**src/rtl/sdp_ram_ctrl.sv**
```systemverilog
// Clear sequencer, round-robin write arbiter and write-first read port for a
// simple dual-port RAM.
//
// state | meaning
// CLEAR | zero every RAM word, requesters held off
// RUN   | arbitrate writes, serve reads
module sdp_ram_ctrl #(
    parameter  int DATA_WIDTH = 8,
    parameter  int DATA_DEPTH = 256,
    localparam int AW         = $clog2(DATA_DEPTH)
) (
    input  logic                  clka,
    input  logic                  rst,
    input  logic                  clr_req,
    output logic                  busy,
    input  logic                  w0_valid,
    input  logic [AW-1:0]         w0_addr,
    input  logic [DATA_WIDTH-1:0] w0_data,
    output logic                  w0_ready,
    input  logic                  w1_valid,
    input  logic [AW-1:0]         w1_addr,
    input  logic [DATA_WIDTH-1:0] w1_data,
    output logic                  w1_ready,
    input  logic                  rd_valid,
    input  logic [AW-1:0]         rd_addr,
    output logic                  rd_ready,
    output logic                  rd_dvalid,
    output logic [DATA_WIDTH-1:0] rd_data,
    output logic                  ram_wen,
    output logic [AW-1:0]         ram_w_addr,
    output logic [DATA_WIDTH-1:0] ram_w_data,
    output logic [AW-1:0]         ram_r_addr,
    input  logic [DATA_WIDTH-1:0] ram_r_data
);

    typedef enum logic {
        CLEAR = 1'b0,
        RUN   = 1'b1
    } state_t;

    localparam logic [AW-1:0] LAST_ADDR = AW'(DATA_DEPTH - 1);

    state_t                  state_q, state_d;
    logic [AW-1:0]           clr_cnt_q, clr_cnt_d;
    logic                    pri_q, pri_d;
    logic                    rd_dvalid_q;
    logic                    hit_q;
    logic [DATA_WIDTH-1:0]   byp_q;
    logic                    rd_fire;
    logic                    hit;

    always_ff @(posedge clka or posedge rst) begin
        if (rst) begin
            state_q     <= CLEAR;
            clr_cnt_q   <= '0;
            pri_q       <= 1'b0;
            rd_dvalid_q <= 1'b0;
            hit_q       <= 1'b0;
            byp_q       <= '0;
        end else begin
            state_q     <= state_d;
            clr_cnt_q   <= clr_cnt_d;
            pri_q       <= pri_d;
            rd_dvalid_q <= rd_fire;
            hit_q       <= hit;
            if (hit) begin
                byp_q <= ram_w_data;
            end
        end
    end

    always_comb begin
        state_d    = state_q;
        clr_cnt_d  = clr_cnt_q;
        pri_d      = pri_q;
        busy       = 1'b0;
        w0_ready   = 1'b0;
        w1_ready   = 1'b0;
        rd_ready   = 1'b0;
        ram_wen    = 1'b0;
        ram_w_addr = '0;
        ram_w_data = '0;
        ram_r_addr = '0;
        case (state_q)
            CLEAR: begin
                busy       = 1'b1;
                ram_wen    = 1'b1;
                ram_w_addr = clr_cnt_q;
                if (clr_req) begin
                    clr_cnt_d = '0;
                end else begin
                    clr_cnt_d = clr_cnt_q + 1'b1;
                    if (clr_cnt_q == LAST_ADDR) begin
                        state_d = RUN;
                    end
                end
            end
            RUN: begin
                rd_ready   = 1'b1;
                ram_r_addr = rd_addr;
                // A clear request wins over any grant in the same cycle.
                if (clr_req) begin
                    state_d = CLEAR;
                end else if (w0_valid && w1_valid) begin
                    pri_d = ~pri_q;
                    if (pri_q) begin
                        w1_ready = 1'b1;
                    end else begin
                        w0_ready = 1'b1;
                    end
                end else if (w0_valid) begin
                    w0_ready = 1'b1;
                end else if (w1_valid) begin
                    w1_ready = 1'b1;
                end
                if (w0_ready) begin
                    ram_wen    = 1'b1;
                    ram_w_addr = w0_addr;
                    ram_w_data = w0_data;
                end else if (w1_ready) begin
                    ram_wen    = 1'b1;
                    ram_w_addr = w1_addr;
                    ram_w_data = w1_data;
                end
            end
            default: state_d = CLEAR;
        endcase
    end

    assign rd_fire = rd_valid && rd_ready;
    // The RAM returns pre-write data on a same-address collision, so forward the write.
    assign hit     = rd_fire && ram_wen && (ram_w_addr == rd_addr);

    assign rd_dvalid = rd_dvalid_q;
    assign rd_data   = hit_q ? byp_q : (rd_dvalid_q ? ram_r_data : '0);

endmodule
```
**config.mk**
```make
export PLATFORM = sky130hd
export DESIGN_NAME = sdp_ram_ctrl
export DESIGN_NICKNAME = d
export VERILOG_FILES = /design/src/rtl/sdp_ram_ctrl.sv
export SDC_FILE = /design/constraint.sdc
export NUM_CORES = 1
export LEC_CHECK = 0
export BUFFER_PORTS_ARGS = -buffer_cell sky130_fd_sc_hd__clkbuf_2
export CAP_MARGIN = 10
export CORE_MARGIN = 8
export CORE_UTILIZATION = 46
export DETAILED_ROUTE_END_ITERATION = 8
export PLACE_DENSITY = 0.85
export REMOVE_ABC_BUFFERS = 1
export SLEW_MARGIN = 20
export SYNTH_ARGS = -nofsm -noshare
export SYNTH_HDL_FRONTEND = slang
export SYNTH_SLANG_ARGS = --single-unit
```
**constraint.sdc**
```tcl
create_clock -name clka -period 5.9 [get_ports clka]
set_input_delay 0 -clock clka [delete_from_list [all_inputs] [get_ports clka]]
set_output_delay 0 -clock clka [all_outputs]
set_load 0.1 [all_outputs]
```
==> out/metrics.csv, run 1 <==
stage,metric,value,unit
synthesis,Synthesis Warnings,0,
timing,f_max,309,MHz
floorplan,row count,20,
cells_and_area,diode count,0,
cells_and_area,Final Util,65.3,%
power,Peak VDD IR,0.0755,mV
floorplan,I/O pin cnt,92,
global_routing,initial antenna violation count,0,
placement,pre-CTS WS,2.66,ns
cells_and_area,"commonest cells after routing, fill and taps aside","91 x clkbuf_2, 20 x dfrtp_1, 14 x nand2_1",
setup_path,Critical Path RT,6.09,ns
setup_path,"critical path fanouts, max",24,
synthesis,ranking of synthesized cells by area,"dfrtp_1 33%, mux2_2 6.0%, a22o_2 5.3%, a22o_1 5.3%, nand2_1 3.5%",
timing,skew final,0.00123,ns
global_routing,grt ovf,0,
min_path,min-delay worst type,in -> reg,
timing,RSZ-0062 raised after global routing,false,
clock_tree,CTS tree,done,
synthesis,Post-synth EDFFs,0,
synthesis,Synth Register Bits,20,
clock_tree,Max H-tree Level,1,
detailed_routing,routed len/inst,16.1,um
cells_and_area,Post-Layout Cell Count,299,
synthesis,Yosys cell types,38,
setup_path,crit path DAT,3.43,ns
detailed_routing,# DRC,0,
clock_tree,Num CTS Buffers,3,
detailed_routing,vias post-DR,1675,
detailed_routing,initial DRC count,50,
floorplan,Die Area,5340,um^2
timing,Setup WS post-layout,2.67,ns
global_routing,vias in the first global route,1787,
synthesis,Post-Synthesis Cells,169,
placement,port buffer count,91,
floorplan,DIE WIDTH,73.1,um
cells_and_area,fraction of layout cells with a size suffix above 1,45.5,%
cells_and_area,final instance area,2010,um^2
setup_path,Reg2Reg Depth,6,
timing,Pins Over Slew Limit,0,
synthesis,post-synth top area share,33.4,%
setup_path,crit path launch type,flop,
placement,DPL Wire Length,4.02,mm
cells_and_area,area grow syn2layout,34.2,%
min_path,Worst Hold Depth,3,
synthesis,Synth area leader,dfrtp_1,
synthesis,post-synthesis sequential area ratio,33.4,%
timing,crit share post-route,54.8,%
outcome,outcome,completed,
cells_and_area,FILL cells,286,
clock_tree,Clock Tree Buf Depth,2,
clock_tree,root buf cell,clkbuf_4,
global_routing,global-route wire length before repair,7.80,mm
synthesis,"Cell Area, Synth",1500,um^2
timing,Slew headroom,50.1,%
power,Power Density,141,nW/um^2
detailed_routing,WL final,4.83,mm
synthesis,ys async rst share,100,%
power,Leakage Power,1.09,nW
timing,final count of hold timing violations,0,
timing,worst slew pin tran,0.747,ns
cells_and_area,area occupied by registers,500,um^2
placement,"Cell Area, Placed",1940,um^2
synthesis,Mapped Avg Cell Area,8.86,um^2
global_routing,largest net degree at the start of global routing,25,
detailed_routing,Pre-antenna DRT Iters,4,
setup_path,Crit Path Category,reg -> reg,
cells_and_area,Layout Nets,311,
detailed_routing,vias per cell,5.60,
cells_and_area,area used by multi-input combinational logic,906,um^2
timing,Hold WS,0.0679,ns
power,Total Power,0.283,mW
job,max cap viols,0,
placement,dpl cells,292,
timing,Fin Setup TNS,0,ns
floorplan,Die Ht,73.1,um
placement,placer's final routability congestion estimate,0.905,
global_routing,total global-route track usage,17.8,%
synthesis,Post-synth top flop,dfrtp_1,
timing,Setup-failing EPs final,0,
timing,fin crit period,3.23,ns
clock_tree,CTS clock-pin slew for the worst setup and hold paths,0.11,ns
clock_tree,clk_lat worst skew,0.30,ns
clock_tree,clock sink count,20,
floorplan,Initial Util,48.7,%
cells_and_area,"most common cell after layout, fill and taps aside",clkbuf_2,
setup_path,crit end category,flop,
floorplan,Core Area,3080,um^2
detailed_routing,ANT nets after route,0,
cells by family after synthesis:
group | after synthesis | synth area share (%)
fa+ha+maj | 1 | 0.835
flops | 20 | 33.4
xor+xnor | 3 | 1.75
compound gates | 53 | 27.9
mux | 9 | 6.68
buf+inv | 19 | 6.10
simple gates | 64 | 23.3
layout make-up:
cell class,count,area share (%)
Multi-Input combinational cell,130,45.1
Sequential cell,20,24.9
Timing Repair Buffer,94,24.2
Tap cell,44,2.74
Clock buffer,4,1.81
Inverter,7,1.31
cells in the mapped netlist, types with 5 or more instances:
cell,n
a32oi_1,6
inv_1,7
a22o_1,9
nand4_1,5
nand2_1,14
nor2_1,12
nand3_1,5
clkbuf_1,7
mux2_2,8
and2_1,7
o21ai_0,10
a21o_1,5
a22o_2,8
nor3_1,8
dfrtp_1,20
routing by layer:
metal | GRT usage, % | wire length, um | share of wire, % | up-vias
met2 | 32.8 | 2400 | 50 | 83
met5 | 0 | 0 | 0 | -
li1 | - | - | - | 807
met4 | 4.89 | 75 | 1.6 | 0
met1 | 18.6 | 1810 | 37 | 777
met3 | 5.91 | 542 | 11 | 8
worst paths after layout:
| kind | from | end | slack, ns |
|---|---|---|---|
| worst min register to register | pri_q$_DFFE_PP0P_ | pri_q$_DFFE_PP0P_ | 0.52 |
| worst max-delay path | state_q$_DFF_PP0_ | byp_q[1]$_DFFE_PP0P_ | 2.67 |
| worst min-delay path | w1_data[2] | byp_q[2]$_DFFE_PP0P_ | 0.07 |
| max in group asynchronous | rst | byp_q[4]$_DFFE_PP0P_ | 5.08 |
| min in group asynchronous | rst | clr_cnt_q[2]$_DFFE_PP0N_ | 0.35 |
| worst max register to register | state_q$_DFF_PP0_ | byp_q[1]$_DFFE_PP0P_ | 2.67 |
timing repair:
action | 4_1_cts | 5_1_grt
hold endpoints to repair | 22 | 0
buffers inserted | 0 | 0
gates resized for setup | 0 | 0
hold buffers | 3 | 0
critical path, cell delays in order, from the launching register on:
cell and delay [ns]:
dfrtp_1 0.77, nor2b_1 0.58, and2_1 0.47, a221o_2 0.22
o221ai_1 0.15, nor4_4 0.53, mux2_2 0.40
sequential cells by signal (all words and copies together) (netlist names):
register / cells
byp_q: 8
clr_cnt_q: 8
hit_q: 1
pri_q: 1
rd_dvalid: 1
state_q: 1
report_power, final:
part	total [mW]	switching, mW	internal, mW
Sequential	0.142	0.00276	0.139
Combinational	0.0624	0.0383	0.0241
Clock	0.0791	0.0415	0.0376
Total	0.283	0.0825	0.201
No activity file was read; power rests on OpenSTA's default activity.
==> inputs of run 2 (changes only) <==
Settings changed: CORE_UTILIZATION 46 to 39, PLACE_DENSITY 0.85 to 0.77.
Clock period 5.9 ns to 2.9 ns, I/O delays scaled along.
==> out/metrics.csv, run 2 (same netlist as run 1, synthesis figures left out) <==
stage,metric,value,unit,change
outcome,outcome,completed,,
setup_path,terminus of the critical flop-to-flop path,byp_q[7]$_DFFE_PP0P_,,
placement,DPL Wire Length,4.18,mm,+4.0%
detailed_routing,Pre-antenna DRT Iters,6,,+2
setup_path,Reg2Reg Depth,7,,+1
setup_path,crit end category,flop,,
floorplan,Die Area,6080,um^2,+14%
setup_path,worst reg-to-reg setup slack,0.32,ns,-2.34 ns
cells_and_area,"commonest cells after routing, fill and taps aside","91 x clkbuf_2, 20 x dfrtp_1, 14 x nand2_1",,
floorplan,Die Ht,78.0,um,+6.7%
setup_path,crit path DAT,2.72,ns,-0.71 ns
global_routing,vias in the first global route,1757,,-1.7%
cells_and_area,Final Util,56.1,%,-9.2 points
cells_and_area,Layout Nets,314,,+0.96%
timing,Slew headroom,46.5,%,-3.7 points
timing,crit share post-route,88.8,%,+34 points
setup_path,Critical-path top delay cell,nor4_4,,
cells_and_area,Largest regs,"byp_q x8, clr_cnt_q x8",,
setup_path,"critical path fanouts, max",19,,-21%
power,Total Power,0.695,mW,+150%
power,Leakage Power,1.12,nW,+2.9%
clock_tree,Num CTS Buffers,3,,unchanged
setup_path,crit path launch type,flop,,
floorplan,row count,22,,+10%
detailed_routing,ANT nets after route,0,,unchanged
global_routing,total global-route track usage,16.3,%,-1.5 points
clock_tree,clock sink count,20,,unchanged
timing,skew final,0.00691,ns,+0.00567 ns
global_routing,global-route wire length before repair,8.27,mm,+6.0%
cells_and_area,area grow syn2layout,38.2,%,
detailed_routing,vias per cell,5.53,,-1.3%
placement,dpl cells,300,,+2.7%
job,max cap viols,0,,unchanged
global_routing,initial antenna violation count,0,,unchanged
cells_and_area,Post-Layout Cell Count,306,,+2.3%
floorplan,Initial Util,40.6,%,-8.1 points
clock_tree,clk_lat worst skew,0.26,ns,-0.04 ns
cells_and_area,diode count,0,,unchanged
clock_tree,root buf cell,clkbuf_8,,
global_routing,largest net degree at the start of global routing,21,,-16%
power,Peak VDD IR,0.386,mV,+410%
setup_path,Critical Path RT,3.04,ns,-3.05 ns
timing,Setup WS post-layout,0.325,ns,-2.34 ns
min_path,Worst Hold Depth,3,,unchanged
clock_tree,Max H-tree Level,1,,unchanged
detailed_routing,initial DRC count,57,,+14%
cells_and_area,"most common cell after layout, fill and taps aside",clkbuf_2,,
global_routing,M2 GR Usage,29.4,%,-3.4 points
min_path,min-delay worst type,in -> reg,,
timing,final count of hold timing violations,0,,unchanged
global_routing,GR Util met1,17.2,%,-1.4 points
cells_and_area,fraction of layout cells with a size suffix above 1,46.5,%,+1.0 points
detailed_routing,vias post-DR,1692,,+1.0%
timing,RSZ-0062 raised after global routing,false,,
clock_tree,CTS clock-pin slew for the worst setup and hold paths,0.08,ns,-0.03 ns
timing,Fin Setup TNS,0,ns,unchanged
global_routing,grt met3 use,6.45,%,+0.55 points
floorplan,I/O pin cnt,92,,unchanged
setup_path,Critical Path Max Stage Delay,0.61,ns,-0.16 ns
min_path,hold path start,w0_valid,,
setup_path,worst path cell trace,"buf_4, inv_1, nor2_1, o21ai_0, nand4_1, nor4_4, mux2_2",,
placement,pre-CTS WS,0.338,ns,-2.32 ns
detailed_routing,routed len/inst,16.8,um,+4.4%
timing,fin crit period,2.58,ns,-0.657 ns
min_path,hold path endpoint,pri_q$_DFFE_PP0P_,,
placement,port buffer count,91,,unchanged
clock_tree,CTS tree,done,,
placement,placer's final routability congestion estimate,0.989,,+9.3%
timing,f_max,388,MHz,+26%
floorplan,Core Area,3690,um^2,+20%
clock_tree,number of post-CTS setup repair buffers,0,,unchanged
power,Power Density,336,nW/um^2,+140%
setup_path,Crit Path Category,reg -> reg,,
global_routing,grt ovf,0,,unchanged
detailed_routing,WL final,5.16,mm,+6.8%
setup_path,reg2reg start,state_q$_DFF_PP0_,,
clock_tree,post-CTS sizing,0,,unchanged
detailed_routing,# DRC,0,,unchanged
clock_tree,Clock Tree Buf Depth,2,,unchanged
timing,Setup-failing EPs final,0,,unchanged
global_routing,Top Usage Layer GRT,met2,,
timing,Pins Over Slew Limit,0,,unchanged
timing,worst slew pin tran,0.802,ns,+0.0547 ns
floorplan,DIE WIDTH,78.0,um,+6.7%
==> run 2: stage by stage <==
| step | hold WS, ns | area, um^2 |
|---|---|---|
| floorplan | -0.0362 | 1430 |
| global placement | 0.165 | 1980 |
| detailed placement | 0.171 | 1980 |
| CTS | 0.0211 | 2070 |
| global route | 0.0396 | 2070 |
| finish | 0.0269 | 2070 |
==> run 2: layout make-up <==
class | count | area (um^2)
sequential | 20 | 500
clock inverter | 1 | 30.0
clock buffer | 3 | 41.3
multi-input combinational | 130 | 906
tap | 48 | 60.1
inverter | 7 | 26.3
timing repair buffer | 97 | 505
fill | 356 | 1620
==> run 2: worst max path at each step <==
stage / start / endpoint / slack (ns) / cells after the start
3_3_place_gp: pri_q$_DFFE_PP0P_ / byp_q[2]$_DFFE_PP0P_ / 0.37 / 7
5_1_grt: pri_q$_DFFE_PP0P_ / byp_q[7]$_DFFE_PP0P_ / 0.12 / 7
3_5_place_dp: state_q$_DFF_PP0_ / byp_q[7]$_DFFE_PP0P_ / 0.34 / 8
6_report: state_q$_DFF_PP0_ / byp_q[7]$_DFFE_PP0P_ / 0.32 / 7
4_1_cts: pri_q$_DFFE_PP0P_ / byp_q[7]$_DFFE_PP0P_ / 0.31 / 7
2_1_floorplan: state_q$_DFF_PP0_ / byp_q[0]$_DFFE_PP0P_ / -1.70 / 6
==> run 2: what timing repair did <==
action                                 in CTS  in global routing
hold buffers                                2                  0
endpoints found under the hold margin      21                  0
setup endpoints to repair                   0                  0
==> run 2: power by group <==
part / internal (mW) / switching (mW)
logic: 0.0491 / 0.0784
registers: 0.283 / 0.00547
clock network: 0.184 / 0.0951
total: 0.516 / 0.179
==> run 2: worst max-delay path: cells and delay by family (launching register included) <==
| family | cells | cell delay (ns) |
|---|---|---|
| AO/OA/AOI/OAI | 1 | 0.12 |
| multiplexers | 1 | 0.40 |
| buffers and inverters | 2 | 0.57 |
| AND/OR/NAND/NOR | 3 | 0.93 |
| flip-flops | 1 | 0.42 |
==> run 2: layer usage <==
layer	wire (um)	share of wire, %
met4	93	1.8
met5	0	0
met2	2530	49
met3	548	11
met1	1980	38
